### src/rtl/hazard_stall_if.sv
// Pipeline-side bundle for the hazard/stall controller: hazard-detection inputs
// from ID/EX/MEM and the sequencing controls returned to the pipeline registers.
interface hazard_stall_if;
    logic [4:0] IF_ID_rs;
    logic [4:0] IF_ID_rt;
    logic       IF_ID_uses_rt;
    logic [4:0] ID_EX_rt;
    logic       ID_EX_mem_read;
    logic       branch_taken;
    logic       dmem_req;
    logic       dmem_ready;

    logic       pc_write;
    logic       IF_ID_write;
    logic       IF_ID_flush;
    logic       ID_EX_bubble;
    logic       pipe_freeze;
    logic       mem_timeout;

    // Pipeline datapath side: presents hazard status, consumes sequencing controls.
    modport master (
        output IF_ID_rs, IF_ID_rt, IF_ID_uses_rt, ID_EX_rt, ID_EX_mem_read,
               branch_taken, dmem_req, dmem_ready,
        input  pc_write, IF_ID_write, IF_ID_flush, ID_EX_bubble, pipe_freeze,
               mem_timeout
    );

    // Controller side.
    modport slave (
        input  IF_ID_rs, IF_ID_rt, IF_ID_uses_rt, ID_EX_rt, ID_EX_mem_read,
               branch_taken, dmem_req, dmem_ready,
        output pc_write, IF_ID_write, IF_ID_flush, ID_EX_bubble, pipe_freeze,
               mem_timeout
    );
endinterface

### src/rtl/hazard_stall_ctrl.sv
// Pipeline sequencing controller for the 5-stage core: load-use stall, taken-branch
// flush and data-memory wait handling, with a sticky timeout and a stall-cycle counter.
module hazard_stall_ctrl #(
    parameter int BRANCH_PENALTY = 1,
    parameter int MEM_TIMEOUT    = 255,
    parameter int CNT_W          = 16
) (
    input  logic             clk,
    input  logic             rst_n,
    hazard_stall_if.slave    hz,
    output logic [CNT_W-1:0] stall_cycles
);

    localparam int FL_W = (BRANCH_PENALTY > 1) ? $clog2(BRANCH_PENALTY + 1) : 1;
    localparam int WC_W = (MEM_TIMEOUT > 1) ? $clog2(MEM_TIMEOUT + 1) : 1;

    typedef enum logic [1:0] {
        ST_RUN,
        ST_FLUSH,
        ST_MEM_WAIT,
        ST_ERROR
    } state_t;

    state_t            state_reg, state_next;
    state_t            ret_state_reg, ret_state_next;
    logic [FL_W-1:0]   flush_left_reg, flush_left_next;
    logic [WC_W-1:0]   wait_cnt_reg, wait_cnt_next;
    logic              mem_timeout_reg, mem_timeout_next;
    logic [CNT_W-1:0]  stall_cnt_reg;

    logic   load_use;
    logic   dmem_stall;
    logic   act_en;
    state_t act_state;
    logic   pc_write_c, if_id_write_c, if_id_flush_c, id_ex_bubble_c, pipe_freeze_c;

    assign load_use = hz.ID_EX_mem_read && (hz.ID_EX_rt != 5'd0) &&
                      ((hz.ID_EX_rt == hz.IF_ID_rs) ||
                       (hz.IF_ID_uses_rt && (hz.ID_EX_rt == hz.IF_ID_rt)));

    // A ready strobe without a request is meaningless and must never stall.
    assign dmem_stall = hz.dmem_req && !hz.dmem_ready;

    always_comb begin
        state_next       = state_reg;
        ret_state_next   = ret_state_reg;
        flush_left_next  = flush_left_reg;
        wait_cnt_next    = wait_cnt_reg;
        mem_timeout_next = mem_timeout_reg;
        pc_write_c       = 1'b1;
        if_id_write_c    = 1'b1;
        if_id_flush_c    = 1'b0;
        id_ex_bubble_c   = 1'b0;
        pipe_freeze_c    = 1'b0;
        act_en           = 1'b0;
        act_state        = ST_RUN;

        case (state_reg)
            ST_RUN, ST_FLUSH: begin
                act_en    = 1'b1;
                act_state = state_reg;
            end
            ST_MEM_WAIT: begin
                if (!hz.dmem_ready) begin
                    // EX is frozen and re-presents branch/load-use once memory completes.
                    pc_write_c    = 1'b0;
                    if_id_write_c = 1'b0;
                    pipe_freeze_c = 1'b1;
                    if (int'(wait_cnt_reg) + 1 >= MEM_TIMEOUT) begin
                        state_next       = ST_ERROR;
                        mem_timeout_next = 1'b1;
                    end else begin
                        wait_cnt_next = wait_cnt_reg + 1'b1;
                    end
                end else begin
                    // Completion cycle behaves exactly like the state we stalled out of.
                    wait_cnt_next = '0;
                    act_en        = 1'b1;
                    act_state     = ret_state_reg;
                end
            end
            ST_ERROR: begin
                pc_write_c    = 1'b0;
                if_id_write_c = 1'b0;
                pipe_freeze_c = 1'b1;
            end
            default: begin
                state_next = ST_RUN;
            end
        endcase

        if (act_en) begin
            if (dmem_stall) begin
                // Memory stall outranks everything; flush_left is preserved for the return.
                pc_write_c     = 1'b0;
                if_id_write_c  = 1'b0;
                pipe_freeze_c  = 1'b1;
                ret_state_next = act_state;
                if (MEM_TIMEOUT <= 1) begin
                    state_next       = ST_ERROR;
                    mem_timeout_next = 1'b1;
                end else begin
                    state_next    = ST_MEM_WAIT;
                    wait_cnt_next = WC_W'(1);
                end
            end else if (act_state == ST_FLUSH) begin
                if_id_flush_c  = 1'b1;
                id_ex_bubble_c = 1'b1;
                if (flush_left_reg <= FL_W'(1)) begin
                    state_next      = ST_RUN;
                    flush_left_next = '0;
                end else begin
                    state_next      = ST_FLUSH;
                    flush_left_next = flush_left_reg - 1'b1;
                end
            end else begin
                state_next = ST_RUN;
                if (hz.branch_taken) begin
                    // pc_write stays high so the branch target is loaded this cycle.
                    if_id_flush_c  = 1'b1;
                    id_ex_bubble_c = 1'b1;
                    if (BRANCH_PENALTY > 1) begin
                        state_next      = ST_FLUSH;
                        flush_left_next = FL_W'(BRANCH_PENALTY - 1);
                    end
                end else if (load_use) begin
                    pc_write_c     = 1'b0;
                    if_id_write_c  = 1'b0;
                    id_ex_bubble_c = 1'b1;
                end
            end
        end
    end

    always_ff @(posedge clk or negedge rst_n) begin
        if (!rst_n) begin
            state_reg       <= ST_RUN;
            ret_state_reg   <= ST_RUN;
            flush_left_reg  <= '0;
            wait_cnt_reg    <= '0;
            mem_timeout_reg <= 1'b0;
        end else begin
            state_reg       <= state_next;
            ret_state_reg   <= ret_state_next;
            flush_left_reg  <= flush_left_next;
            wait_cnt_reg    <= wait_cnt_next;
            mem_timeout_reg <= mem_timeout_next;
        end
    end

    always_ff @(posedge clk or negedge rst_n) begin
        if (!rst_n) begin
            stall_cnt_reg <= '0;
        end else if (!pc_write_c && (stall_cnt_reg != {CNT_W{1'b1}})) begin
            stall_cnt_reg <= stall_cnt_reg + 1'b1;
        end
    end

    // While reset is asserted the pipeline is held with IF/ID and ID/EX cleared.
    assign hz.pc_write     = rst_n & pc_write_c;
    assign hz.IF_ID_write  = rst_n & if_id_write_c;
    assign hz.IF_ID_flush  = ~rst_n | if_id_flush_c;
    assign hz.ID_EX_bubble = ~rst_n | id_ex_bubble_c;
    assign hz.pipe_freeze  = rst_n & pipe_freeze_c;
    assign hz.mem_timeout  = mem_timeout_reg;
    assign stall_cycles    = stall_cnt_reg;

endmodule

### src/flat_wrapper.sv
// flat-port wrapper written by rule: the top's interface ports become plain ports
module hazard_stall_ctrl_flat 
#(
    parameter int BRANCH_PENALTY = 1,
    parameter int MEM_TIMEOUT    = 255,
    parameter int CNT_W          = 16
)
  (clk, rst_n, stall_cycles, hz_IF_ID_rs, hz_IF_ID_rt, hz_IF_ID_uses_rt, hz_ID_EX_rt, hz_ID_EX_mem_read, hz_branch_taken, hz_dmem_req, hz_dmem_ready, hz_pc_write, hz_IF_ID_write, hz_IF_ID_flush, hz_ID_EX_bubble, hz_pipe_freeze, hz_mem_timeout);
  hazard_stall_if hz_i ();
  input  logic clk;
  input  logic rst_n;
  output logic [CNT_W-1:0] stall_cycles;
  input wire logic [$bits(hz_i.IF_ID_rs)-1:0] hz_IF_ID_rs;
  input wire logic [$bits(hz_i.IF_ID_rt)-1:0] hz_IF_ID_rt;
  input wire logic [$bits(hz_i.IF_ID_uses_rt)-1:0] hz_IF_ID_uses_rt;
  input wire logic [$bits(hz_i.ID_EX_rt)-1:0] hz_ID_EX_rt;
  input wire logic [$bits(hz_i.ID_EX_mem_read)-1:0] hz_ID_EX_mem_read;
  input wire logic [$bits(hz_i.branch_taken)-1:0] hz_branch_taken;
  input wire logic [$bits(hz_i.dmem_req)-1:0] hz_dmem_req;
  input wire logic [$bits(hz_i.dmem_ready)-1:0] hz_dmem_ready;
  output wire logic [$bits(hz_i.pc_write)-1:0] hz_pc_write;
  output wire logic [$bits(hz_i.IF_ID_write)-1:0] hz_IF_ID_write;
  output wire logic [$bits(hz_i.IF_ID_flush)-1:0] hz_IF_ID_flush;
  output wire logic [$bits(hz_i.ID_EX_bubble)-1:0] hz_ID_EX_bubble;
  output wire logic [$bits(hz_i.pipe_freeze)-1:0] hz_pipe_freeze;
  output wire logic [$bits(hz_i.mem_timeout)-1:0] hz_mem_timeout;
  assign hz_i.IF_ID_rs = hz_IF_ID_rs;
  assign hz_i.IF_ID_rt = hz_IF_ID_rt;
  assign hz_i.IF_ID_uses_rt = hz_IF_ID_uses_rt;
  assign hz_i.ID_EX_rt = hz_ID_EX_rt;
  assign hz_i.ID_EX_mem_read = hz_ID_EX_mem_read;
  assign hz_i.branch_taken = hz_branch_taken;
  assign hz_i.dmem_req = hz_dmem_req;
  assign hz_i.dmem_ready = hz_dmem_ready;
  assign hz_pc_write = hz_i.pc_write;
  assign hz_IF_ID_write = hz_i.IF_ID_write;
  assign hz_IF_ID_flush = hz_i.IF_ID_flush;
  assign hz_ID_EX_bubble = hz_i.ID_EX_bubble;
  assign hz_pipe_freeze = hz_i.pipe_freeze;
  assign hz_mem_timeout = hz_i.mem_timeout;
  hazard_stall_ctrl #(.BRANCH_PENALTY(BRANCH_PENALTY), .MEM_TIMEOUT(MEM_TIMEOUT), .CNT_W(CNT_W)) u_core (.clk(clk), .rst_n(rst_n), .hz(hz_i), .stall_cycles(stall_cycles));
endmodule
### config.mk
export PLATFORM = sky130hd
export DESIGN_NAME = hazard_stall_ctrl_flat
export DESIGN_NICKNAME = d
export VERILOG_FILES = /design/src/rtl/hazard_stall_if.sv /design/src/rtl/hazard_stall_ctrl.sv /design/src/flat_wrapper.sv
export SDC_FILE = /design/constraint.sdc
export NUM_CORES = 1
export LEC_CHECK = 0
export ABC_AREA = 1
export CORE_ASPECT_RATIO = 0.9
export CORE_MARGIN = 4
export CORE_UTILIZATION = 57
export CTS_CLUSTER_SIZE = 12
export DETAILED_ROUTE_END_ITERATION = 8
export DONT_BUFFER_PORTS = 1
export GPL_TIMING_DRIVEN = 0
export PLACE_DENSITY = 0.75
export REMOVE_ABC_BUFFERS = 1
export SKIP_LAST_GASP = 1
export SLEW_MARGIN = 15
export SYNTH_ARGS = -nofsm -noshare
export SYNTH_HDL_FRONTEND = slang
export SYNTH_SLANG_ARGS = --single-unit
### constraint.sdc
create_clock -name clk -period 1.5 [get_ports clk]
set_input_delay 0.15 -clock clk [delete_from_list [all_inputs] [get_ports clk]]
set_output_delay 0.15 -clock clk [all_outputs]
set_load 0.05 [all_outputs]
==> results_dict.tcl, run 1 <==
set metrics [dict create \
    ios 44 \
    setup_viol_count_final 29 \
    critical-path-top-delay-family "simple AND/OR/NAND/NOR gates" \
    cp.arrival_ns 1.67 \
    wl_per_cell_um 15.9 \
    die_w_um 70.8 \
    worstSetupEndpointType "primary output" \
    nets 347 \
    clockBufferDepth 2 \
    fillers 227 \
    die_area_um2 4570 \
    initial_core_util 0.594 \
    p_switching_w 0.000421 \
    power_frac_seq 0.506 \
    gp_congestion 0.860 \
    outcome "complete, but fails checks" \
    period_needed_ns 1.82 \
    ys_ff_latch 29 \
    rsz0062_at_grt "true" \
    num_antenna_cells 0 \
    cts_tree "done" \
    cp.depth 8 \
    grt_pass1_wl_um 8910 \
    vias_per_cell 5.71 \
    clock-root-buffer "clkbuf_8" \
    worst_slack_ns -0.324 \
    final_common_cell "nand2_1" \
    numCtsBuffers 5 \
    syn_area_um2 2020 \
    critPathMaxStageDelay_ns 0.49 \
    swShare 0.266 \
    port_buffers 0 \
    synthDominantCellAreaShare 0.359 \
    worstSkewPairLatency_ns 0.29 \
    reg2regPathDepth 10 \
    cp_cell_sequence "inv_2, nor2_4, nand4_1, nand2_1, inv_2, nand3_2, nand2_4, nor2_4" \
    cts_sinks 29 \
    hold-worst-slack_ns 0.0342 \
    regToRegEndpoint "u_core.stall_cycles[13]" \
    path_clk_slew_ns 0.07 \
    avgSynthCellArea_um2 7.00 \
    post-dp-hpwl_um 3080 \
    grt_max_degree 30 \
    drtIter0Drc 265 \
    rrSetupSlack_ns -0.28 \
    area_growth_pct 33.2 \
    failed_checks "setup timing" \
    coreArea_um2 3400 \
    fmax_mhz 548 \
    tns_ns -6.23 \
    final_cell_mix "nand2_1 (64), inv_1 (30), nand3_1 (27), nand2_2 (24)" \
    syn_inst 289 \
    largest_register_ffs 16 \
    worst_slew_pin_slew_ns 0.613 \
    grt_overflow 0 \
    internal_power_w 0.00116 \
    vias 2097 \
    cp.required_ns 1.35 \
    worst-setup-path-type "reg -> out" \
    die_y_um 64.5 \
    worstHoldPathType "in -> reg" \
    wirelength_um 5830 \
    leakage_nw 1.33 \
    power_density_nw_per_um2 588 \
    globalRouteTotalUtil 0.245 \
    critPathBufInv 2 \
    vdd_drop_max_v 0.000491 \
    worstSetupEndpoint "hz_pc_write" \
    timing.final.max_slew_violations 0 \
    startpoint "u_core.state_reg[1]" \
    cts.htree.levels 2 \
    yosys_warnings 0 \
    drc 0 \
    antenna_found_initial 0 \
    skew_ns 0.00668 \
    yosysTopAreaCell "dfrtp_1" \
    crit_slowest_cell "nor2_4" \
    first_pass_iters 5 \
    relSlewSlack 0.590 \
    rows 20 \
    timing.rr.start "u_core.stall_cycles[0]" \
    maxCapViolCount 0 \
    synth_cell_type_count 23 \
    yosys-top-cells-area "dfrtp_1 (36%), nand2_1 (16%), nand3_1 (7.9%), inv_1 (7.1%), xor2_1 (5.6%)" \
    p_comb_frac 0.087 \
    cp_max_fo 4 \
    pwr-share-clk 0.407 \
    drive_above_1_share 0.365 \
    yosysSeqAreaShare 0.359 \
    grt_pass1_vias 1949 \
    min_period_over_period 1.22 \
    finalHoldViolCount 0 \
    start_kind "flop" \
    ant_nets 0 \
]
[routing by layer]
metal,vias to the layer above,wire [µm],global-route usage
met5,-,0,0
met4,0,119,0.0962
met3,15,599,0.0589
met2,130,2870,0.394
met1,970,2250,0.318
li1,982,-,-
[worst min-delay path by stage]
stage / start / endpoint / slack [ns] / cells past startpoint
3_5_place_dp: rst_n / u_core.stall_cycles[14] / -0.15 / 0
6_report: hz_dmem_ready / u_core.state_reg[0] / 0.03 / 3
5_1_grt: hz_dmem_ready / u_core.state_reg[0] / 0.04 / 3
2_1_floorplan: rst_n / u_core.hz.mem_timeout / -0.15 / 0
3_3_place_gp: rst_n / u_core.stall_cycles[14] / -0.15 / 0
4_1_cts: hz_dmem_ready / u_core.state_reg[0] / 0.03 / 3
[logic make-up (layout without fill, tap and decap cells)]
family                     after synthesis  in the layout  synth area share
and+or+nand+nor                        170            173             0.382
buffers and inverters                   44             75            0.0946
xor gates and xnor gates                20             20            0.0866
DFF                                     29             29             0.359
adders and majority gates                3              3            0.0186
AOI/OAI and AO/OA                       23             23            0.0594
[power by group through the flow]
stage	Sequential (W)	Clock, W	Combinational, W
2_1_floorplan	0.000812	0	0.0000735
3_3_place_gp	0.000815	0	0.0000813
3_5_place_dp	0.000815	0	0.0000829
4_1_cts	0.000800	0.000655	0.000124
5_1_grt	0.000801	0.000695	0.000154
6_report	0.000801	0.000644	0.000138
[worst min-delay path: stages]
cell and delay (ns):
inv_1 0.03, nand2_2 0.05, a21oi_1 0.05
[Yosys cell counts (all sizes together)]
cell,n
nand3b,2
nand2,95
dfrtp,29
o21bai,2
xnor2,7
buf,5
a21oi,14
o21ai,7
nor3,4
nor2,31
nand4,5
xor2,13
ha,3
inv,39
nand3,33
[stage by stage]
| stage | std cells | setup WS (ns) | area, µm² | total power (W) | util |
|---|---|---|---|---|---|
| final | 367 | -0.324 | 2700 | 0.00158 | 0.792 |
| after global routing | 367 | -0.435 | 2700 | 0.00165 | 0.792 |
| after CTS | 362 | -0.372 | 2540 | 0.00158 | 0.748 |
| after detailed placement | 328 | -0.908 | 2040 | 0.000898 | 0.598 |
| after global placement | 328 | -1.32 | 2030 | 0.000896 | 0.597 |
| after floorplan | 284 | -0.998 | 1980 | 0.000886 | - |
[repair_timing]
item,CTS,global route
gates resized for setup,59,35
hold buffers,2,0
pin swaps,25,31
cloned,3,0
hold endpoints to repair,29,0
setup endpoints to repair,31,30
buffers inserted,22,5
[final cells by class]
cell class	count	area [µm²]	area share
repair buffers	28	256	0.0952
clock buffers	5	68.8	0.0255
clock inverters	3	17.5	0.00650
multi-input cells	219	1390	0.517
well taps	44	55.1	0.0204
flip-flops and latches	29	746	0.277
inverters	39	158	0.0585
(Power assumes the default switching activity.)
==> run 2, diff against run 1 <==
--- a/config.mk
+++ b/config.mk
@@ -8,12 +8,11 @@
 export ABC_AREA = 1
 export CORE_ASPECT_RATIO = 0.9
 export CORE_MARGIN = 4
-export CORE_UTILIZATION = 57
+export CORE_UTILIZATION = 35
 export CTS_CLUSTER_SIZE = 12
 export DETAILED_ROUTE_END_ITERATION = 8
 export DONT_BUFFER_PORTS = 1
 export GPL_TIMING_DRIVEN = 0
-export PLACE_DENSITY = 0.75
 export REMOVE_ABC_BUFFERS = 1
 export SKIP_LAST_GASP = 1
 export SLEW_MARGIN = 15
==> run 2 against run 1 <==
The flow still finishes with violations (setup timing); setup slack better by 0.029 ns; sequential power barely moved; first-iteration DRC count down 55%; non-clock buffer count is 4 lower; register-to-register slack is essentially flat; via count is 8.7% lower; global-route usage shrank 8.6 points; combinational power is 7% lower; largest power group unchanged.
==> results_dict.tcl, run 2 (synthesis results as in run 1) <==
set metrics [dict create \
    outcome "complete, but fails checks" \
    failed_checks "setup timing" \
    rows 25 \
    regArea_um2 754 \
    p_comb_frac 0.083 \
    fmax_mhz 557 \
    regToRegEndpoint "u_core.stall_cycles[1]" \
    skew_ns 0.00668 \
    ios 44 \
    grtUsageMet2 0.240 \
    reg2regPathDepth 9 \
    power_frac_seq 0.515 \
    grt_pass1_vias 1937 \
    port_buffers 0 \
    setup_viol_count_final 28 \
    hold_path_end "u_core.state_reg[0]" \
    min_period_over_period 1.20 \
    swShare 0.254 \
    wl_per_cell_um 13.7 \
    cts.htree.levels 2 \
    busiest_layer "met2" \
    die_area_um2 7060 \
    finalHoldViolCount 0 \
    hold_depth 3 \
    grt_overflow 0 \
    timing.final.max_slew_violations 0 \
    internal_power_w 0.00116 \
    final_common_cell "nand2_1" \
    ant_nets 0 \
    fin_area_um2 2740 \
    numCtsBuffers 5 \
    hp-start "hz_dmem_ready" \
    post-dp-hpwl_um 3270 \
    worstSkewPairLatency_ns 0.28 \
    largest_register_ffs 16 \
    num_antenna_cells 0 \
    initial_core_util 0.374 \
    die_y_um 80.1 \
    grt_max_degree 30 \
    vias_per_cell 4.96 \
    path_clk_slew_ns 0.06 \
    worstSetupEndpointType "flop" \
    rsz0062_at_grt "true" \
    die_w_um 88.1 \
    first_pass_iters 4 \
    clock-root-buffer "clkbuf_8" \
    met3_usage 0.0523 \
    clockBufferDepth 2 \
    period_needed_ns 1.79 \
    cts_sinks 29 \
    pwr-share-clk 0.402 \
    drtIter0Drc 120 \
    start_kind "flop" \
    vdd_drop_max_v 0.000315 \
    cp_max_fo 8 \
    vias 1914 \
    rrSetupSlack_ns -0.29 \
    worst_slew_pin_slew_ns 0.627 \
    globalRouteTotalUtil 0.159 \
    antenna_found_initial 0 \
    worst_slack_ns -0.295 \
    p_switching_w 0.000396 \
    area_growth_pct 35.4 \
    worstHoldPathType "in -> reg" \
    drc 0 \
    cts_tree "done" \
    drive_above_1_share 0.370 \
    leakage_nw 1.31 \
    fillers 498 \
    gp_congestion 0.773 \
    placed_area_um2 2060 \
    multi_input_area_um2 1430 \
    grt_pass1_wl_um 8840 \
    coreArea_um2 5410 \
    maxCapViolCount 0 \
    wirelength_um 5280 \
    nets 343 \
    worst-setup-path-type "reg -> reg" \
    cp.arrival_ns 1.97 \
    cp.required_ns 1.67 \
    relSlewSlack 0.581 \
    timing.rr.start "u_core.stall_cycles[0]" \
    use_met1 0.210 \
    utilization 0.506 \
    final_cell_mix "nand2_1 (72), inv_1 (30), nor2_1 (23), nand3_1 (18)" \
    power_density_nw_per_um2 568 \
]
==> run 2: layout make-up <==
class                           instances  area share
Clock buffer                            6      0.0265
Clock inverter                          2     0.00365
Inverter                               39      0.0566
Multi-Input combinational cell        219       0.523
Sequential cell                        29       0.275
Tap cell                               67      0.0306
Timing Repair Buffer                   24      0.0845
==> run 2: layer usage <==
layer / vias up / routed length (µm)
met5: - / 0
met4: 0 / 83
met3: 9 / 431
met2: 53 / 2400
met1: 884 / 2360
li1: 968 / -
==> run 2: worst max-delay path by stage <==
stage	end	slack [ns]	cells after the start	from
finish	u_core.stall_cycles[1]	-0.29	9	u_core.stall_cycles[0]
global route	hz_IF_ID_write	-0.43	7	u_core.state_reg[0]
CTS	hz_pc_write	-0.35	8	u_core.state_reg[1]
detailed placement	hz_pc_write	-0.92	8	u_core.state_reg[1]
global placement	hz_pc_write	-1.39	8	u_core.state_reg[1]
floorplan	hz_IF_ID_write	-1.0	7	u_core.state_reg[0]
==> run 2: per-stage QoR <==
stage	setup WS [ns]	hold slack [ns]	std cells	total power, W	TNS [ns]
detailed placement	-0.920	-0.145	351	0.000899	-15.20
CTS	-0.346	0.0470	379	0.00156	-6.24
floorplan	-0.998	-0.146	284	0.000886	-9.50
global route	-0.428	0.0833	386	0.00162	-8.23
finish	-0.295	0.0560	386	0.00156	-5.76
global placement	-1.39	-0.145	351	0.000898	-16.02
==> run 2: what timing repair did <==
action                                 in CTS  in global routing
buffers inserted                           15                  9
hold buffers                                2                  0
pin swaps                                  31                 24
cloned                                      3                  0
gates resized for setup                    59                 40
endpoints found under the hold margin      29                  0
setup endpoints to repair                  31                 31
==> run 2: power groups by stage <==
stage,Combinational [W],Clock (W),Sequential (W)
2_1_floorplan,0.0000735,0,0.000812
3_3_place_gp,0.0000829,0,0.000815
3_5_place_dp,0.0000843,0,0.000815
4_1_cts,0.000116,0.000641,0.000800
5_1_grt,0.000144,0.000676,0.000802
6_report,0.000129,0.000625,0.000801
==> run 2: critical path, stage by stage (launching register included) <==
cell and delay, ns:
dfrtp_4 0.56, ha_4 0.19, nand3_4 0.09, nor2_4 0.12, nand2_2 0.08, nor3_4 0.22
buf_6 0.18, nand2_8 0.09, nand3_1 0.11, nand2_1 0.05
